File: src/rtl/trng_bitpool.sv
// trng_bitpool: repetition-count health test, optional von Neumann debias and bit pool.
// Define TRNG_VN_DEBIAS_EN to enable the von Neumann corrector.
module trng_bitpool #(
  parameter int DEPTH      = 32,
  parameter int RCT_CUTOFF = 8
) (
  input  logic                       clk,
  input  logic                       resetn,
  input  logic                       raw_bit,
  input  logic                       raw_valid,
  input  logic                       trng_req,
  output logic                       trng_bit,
  output logic [$clog2(DEPTH+1)-1:0] pool_count,
  output logic                       pool_empty,
  output logic                       health_fail,
  output logic                       underrun
);

  localparam int CW = $clog2(DEPTH+1);
  localparam int AW = $clog2(DEPTH);
  localparam logic [CW-1:0] FULL = CW'(DEPTH);
  localparam logic [7:0] CUT = 8'(RCT_CUTOFF);

  logic [DEPTH-1:0] pool;
  logic [AW-1:0]    head;
  logic [AW-1:0]    tail;
  logic [7:0]       run_len;
  logic [7:0]       run_nxt;
  logic             last_bit;
  logic             trip;
  logic             fail_nxt;
  logic             pop;
  logic             push_ok;
  logic             push_bit;
  logic             push;

  always_comb begin
    run_nxt = run_len;
    if (raw_valid) begin
      if (run_len == 8'd0 || raw_bit != last_bit)
        run_nxt = 8'd1;
      else if (run_len != 8'hff)
        run_nxt = run_len + 8'd1;
    end
  end

  assign trip     = raw_valid && (run_nxt == CUT);
  assign fail_nxt = health_fail || trip;

`ifdef TRNG_VN_DEBIAS_EN
  logic pair_bit;
  logic have_first;

  always_ff @(posedge clk or negedge resetn) begin
    if (!resetn) begin
      pair_bit   <= 1'b0;
      have_first <= 1'b0;
    end else if (raw_valid) begin
      have_first <= !have_first;
      if (!have_first)
        pair_bit <= raw_bit;
    end
  end

  assign push_ok  = raw_valid && have_first && (pair_bit != raw_bit);
  assign push_bit = pair_bit;
`else
  assign push_ok  = raw_valid;
  assign push_bit = raw_bit;
`endif

  assign pool_empty = (pool_count == '0);
  assign pop  = trng_req && !pool_empty && !health_fail;
  // a simultaneous pop frees the slot a full-pool push needs
  assign push = push_ok && !fail_nxt && (pool_count != FULL || pop);

  always_ff @(posedge clk or negedge resetn) begin
    if (!resetn) begin
      pool        <= '0;
      head        <= '0;
      tail        <= '0;
      pool_count  <= '0;
      run_len     <= 8'd0;
      last_bit    <= 1'b0;
      health_fail <= 1'b0;
      underrun    <= 1'b0;
    end else begin
      if (raw_valid) begin
        run_len  <= run_nxt;
        last_bit <= raw_bit;
      end
      if (trip)
        health_fail <= 1'b1;
      if (trng_req && pool_empty)
        underrun <= 1'b1;
      if (fail_nxt) begin
        head       <= '0;
        tail       <= '0;
        pool_count <= '0;
      end else begin
        if (push) begin
          pool[tail] <= push_bit;
          tail       <= tail + AW'(1);
        end
        if (pop)
          head <= head + AW'(1);
        case ({push, pop})
          2'b10:   pool_count <= pool_count + CW'(1);
          2'b01:   pool_count <= pool_count - CW'(1);
          default: pool_count <= pool_count;
        endcase
      end
    end
  end

  assign trng_bit = pool[head] && !pool_empty && !health_fail;

endmodule

File: config.mk
export PLATFORM = sky130hd
export DESIGN_NAME = trng_bitpool
export DESIGN_NICKNAME = d
export VERILOG_FILES = /design/src/rtl/trng_bitpool.sv
export SDC_FILE = /design/constraint.sdc
export NUM_CORES = 1
export LEC_CHECK = 0
export BUFFER_PORTS_ARGS = -buffer_cell sky130_fd_sc_hd__buf_2
export CORE_MARGIN = 2
export CORE_UTILIZATION = 45
export DETAILED_ROUTE_END_ITERATION = 12
export GPL_TIMING_DRIVEN = 0
export PLACE_DENSITY = 0.63
export SYNTH_ARGS = -nofsm -noshare
export SYNTH_HDL_FRONTEND = slang
export SYNTH_SLANG_ARGS = --single-unit
File: constraint.sdc
create_clock -name clk -period 4.34 [get_ports clk]
set_input_delay 0.217 -clock clk [delete_from_list [all_inputs] [get_ports clk]]
set_output_delay 0.217 -clock clk [all_outputs]
set_load 0.03 [all_outputs]
==> impl_metrics.env <==
export IMPL_status="finished, violations left"
export IMPL_ys_types=62
export IMPL_cts_hold_buffers_added=0
export IMPL_endpoint_kind="flip-flop"
export IMPL_hold_viol_final=59
export IMPL_drc=0
export IMPL_dieWidth_um=94.4
export IMPL_grt_util_met2_pct=31.1
export IMPL_row_count=32
export IMPL_arrival_ps=4340
export IMPL_synthArstFlopShare_pct=100
export IMPL_critical_path_max_fanout=9
export IMPL_routed_wl_um=7610
export IMPL_cts_tree="yes"
export IMPL_clock_latency_ps=340
export IMPL_synth_simple_area_share_pct=17.5
export IMPL_ys_flop_type="dfrtp_1"
export IMPL_avgSynthCellArea_um2=11.4
export IMPL_final_nets=362
export IMPL_fin_crit_sh_pct=94.0
export IMPL_synth_yosys_seq_area_share_pct=40.2
export IMPL_leakage_nw=1.79
export IMPL_port_buffers=13
export IMPL_grt_use_total_pct=19.0
export IMPL_wl_per_cell_um=16.8
export IMPL_crit_path_max_incr_delay_ps=460
export IMPL_worst_pin_slew_ps=750
export IMPL_p_per_area_nw_per_um2=683
export IMPL_synth_edf_count=0
export IMPL_synth_xor_area_share_pct=3.10
export IMPL_grt_max_degree=60
export IMPL_yosysTopAreaCell="dfrtp_1"
export IMPL_cts_made_buffers=9
export IMPL_ioPinCount=15
export IMPL_fin_skew_ps=9.32
export IMPL_relSlewSlack_pct=50.0
export IMPL_grtUsageMet1_pct=25.0
export IMPL_antenna_left=0
export IMPL_report_final_slew_viol_count=0
export IMPL_hold_path_class="in -> async"
export IMPL_crit_path_cell_trace="buf_2 > inv_1 > ha_1 > a31oi_2 > nand4_2 > a211oi_1 > a21o_2 > o21a_1 > ha_1 > a21o_1 > a21oi_1 > o21ai_0 > or4_1 > a21o_1 > a31oi_1"
export IMPL_dpl_instance_area_um2=3870
export IMPL_violations="hold timing"
export IMPL_final_seq_area_um2=1480
export IMPL_die_h_um=94.4
export IMPL_grt_overflow_total=0
export IMPL_ir_drop_v=0.000314
export IMPL_h_tree_depth=3
export IMPL_multi_input_area_um2=1970
export IMPL_cts_root_buf="clkbuf_8"
export IMPL_synthCells=322
export IMPL_drive_gt1_share_pct=24.0
export IMPL_worstSetupPathType="reg -> reg"
export IMPL_fin_crit_ps=4080
export IMPL_worstPathRequired_ps=4600
export IMPL_synth_compound_area_share_pct=9.91
export IMPL_place_congestion=0.810
export IMPL_synthMuxAreaShare_pct=18.7
export IMPL_drt_iter0_drc=122
export IMPL_fillers=723
export IMPL_hold_worst_slack_ps=-59.9
export IMPL_routed_via_density=5.63
export IMPL_post_cts_repair_setup_buffers=0
export IMPL_firstDrtPassIters=4
export IMPL_cts_num_sinks=59
export IMPL_fin_area_um2=4080
export IMPL_maxCapViolCount=0
export IMPL_top_usage_layer="met2"
export IMPL_antenna_found_initial=0
export IMPL_met3_usage_pct=5.27
export IMPL_cp_slowest_cell="or4_1"
export IMPL_start_util_pct=47.1
export IMPL_synth_top_family_by_area="multiplexers"
export IMPL_floorplan_die_area_um2=8900
export IMPL_grt_pass1_vias=2568
export IMPL_synth_nets=339
export IMPL_vias=2547
export IMPL_dpl_hpwl_um=5280
export IMPL_clk_path_buf_depth=2
export IMPL_fmax_ghz=0.245
export IMPL_rsz0062_at_grt="false"
export IMPL_tns_ps=0
export IMPL_synth_area_leaders="dfrtp_1, mux2_1, mux4_2, nor3_1, buf_6"
export IMPL_synth_top_area_share_pct=40.2
export IMPL_start_kind="flip-flop"
export IMPL_num_antenna_cells=0
export IMPL_syn_area_um2=3670
export IMPL_core_um2=7810
export IMPL_yosysWarnings=0
export IMPL_grt_pass1_wl_um=12900
export IMPL_setup_viol=0
export IMPL_clk_pin_slew_ps=70
export IMPL_area_delta_synth_final_pct=11.1
export IMPL_synth_seq_cells=59
export IMPL_synth_fa_ha_area_share_pct=4.29
[power breakdown]
group / total [mW] / internal [mW] / switching (mW)
Clock: 0.549 / 0.321 / 0.228
Combinational: 1.30 / 0.585 / 0.712
Sequential: 0.943 / 0.777 / 0.166
Total: 2.79 / 1.68 / 1.11
[critical path, delay by kind of cell (launching register included)]
family | cells | cell delay [ps]
flip-flops | 1 | 350
buffers and inverters | 2 | 310
AO/OA/AOI/OAI | 9 | 2170
adder cells (fa/ha/maj) | 2 | 500
AND/OR/NAND/NOR | 2 | 680
[per-stage QoR]
| stage | util (%) | hold WS, ps | setup slack, ps | power [mW] | cells |
|---|---|---|---|---|---|
| 6_report | 52.3 | -59.9 | 260 | 2.79 | 452 |
| 5_1_grt | 52.3 | 9.19 | 22.8 | 3.00 | 452 |
| 4_1_cts | 52.3 | 138 | 25.5 | 2.82 | 453 |
| 3_5_place_dp | 49.5 | 470 | 50.6 | 2.27 | 437 |
| 3_3_place_gp | 49.5 | 436 | 131 | 2.22 | 437 |
| 2_1_floorplan | - | -78.6 | 626 | 1.94 | 322 |
[cell usage after synthesis (2+ instances only)]
cell type	n
mux4_2	10
clkbuf_1	6
or4_1	2
a211oi_1	2
nand4b_4	2
and3_1	2
nand4b_2	2
nand3b_1	2
o21ai_0	6
o21a_1	2
nor2b_1	2
xor2_1	7
nand3_1	7
buf_6	14
buf_2	3
nand4_1	5
nor2_1	25
xnor2_1	6
ha_1	11
o21ai_2	2
dfrtp_1	59
a31oi_1	2
a21o_1	5
nand2_1	10
mux2i_1	9
mux2_1	32
a21oi_1	11
inv_1	8
nor3_1	35
[timing repair]
item,in CTS,in global routing
endpoints found under the setup margin,0,1
gates resized for setup,0,1
hold endpoints to repair,0,0
[layout make-up]
| type | count | share of cell area (%) |
|---|---|---|
| repair buffers | 13 | 1.65 |
| clock inverters | 7 | 2.27 |
| plain buffers | 23 | 4.87 |
| clock buffers | 9 | 3.03 |
| flip-flops and latches | 59 | 36.2 |
| inverters | 8 | 0.736 |
| multi-input cells | 231 | 48.1 |
| well taps | 102 | 3.13 |
[kinds of logic (layout without fill, tap and decap cells)]
group | after synthesis | in the layout
AOI/OAI and AO/OA | 45 | 45
xor gates and xnor gates | 13 | 13
adders and majority gates | 12 | 12
buffers and inverters | 32 | 60
DFF | 59 | 59
muxes | 52 | 52
and+or+nand+nor | 109 | 109
[layout by cell type (no fill, tap or decap), types with 7 or more instances in the layout]
master    instances
clkbuf_8          9
mux4_2           10
ha_1             11
buf_6            14
mux2i_1           9
xor2_1            7
nand2_1          10
mux2_1           32
nor2_1           25
buf_2            15
nand3_1           7
a21oi_1          11
inv_1             8
dfrtp_1          59
nor3_1           35
[per-layer routing]
| layer | vias up | wire length (um) |
|---|---|---|
| li1 | 1235 | - |
| met2 | 46 | 3770 |
| met5 | - | 0 |
| met1 | 1264 | 3520 |
| met4 | 0 | 28 |
| met3 | 2 | 293 |
[state kept, by name, indices dropped and copies added, names as in the netlist]
name,count
health_fail,1
pool,32
run_len,8
last_bit,1
head,5
pool_count,6
tail,5
underrun,1
[worst paths after layout]
path | slack [ps] | from | endpoint | depth (start not counted)
max in group asynchronous | 3900 | resetn | pool[5] | 1
setup reg to reg | 260 | run_len[0] | pool_count[5] | 15
hold reg to reg | 470 | underrun | underrun | 1
setup / recovery | 260 | run_len[0] | pool_count[5] | 15
hold / removal | -60 | resetn | run_len[2] | 1
min in group clk | 140 | trng_req | underrun | 2
Power figures use the tool's default switching activity.
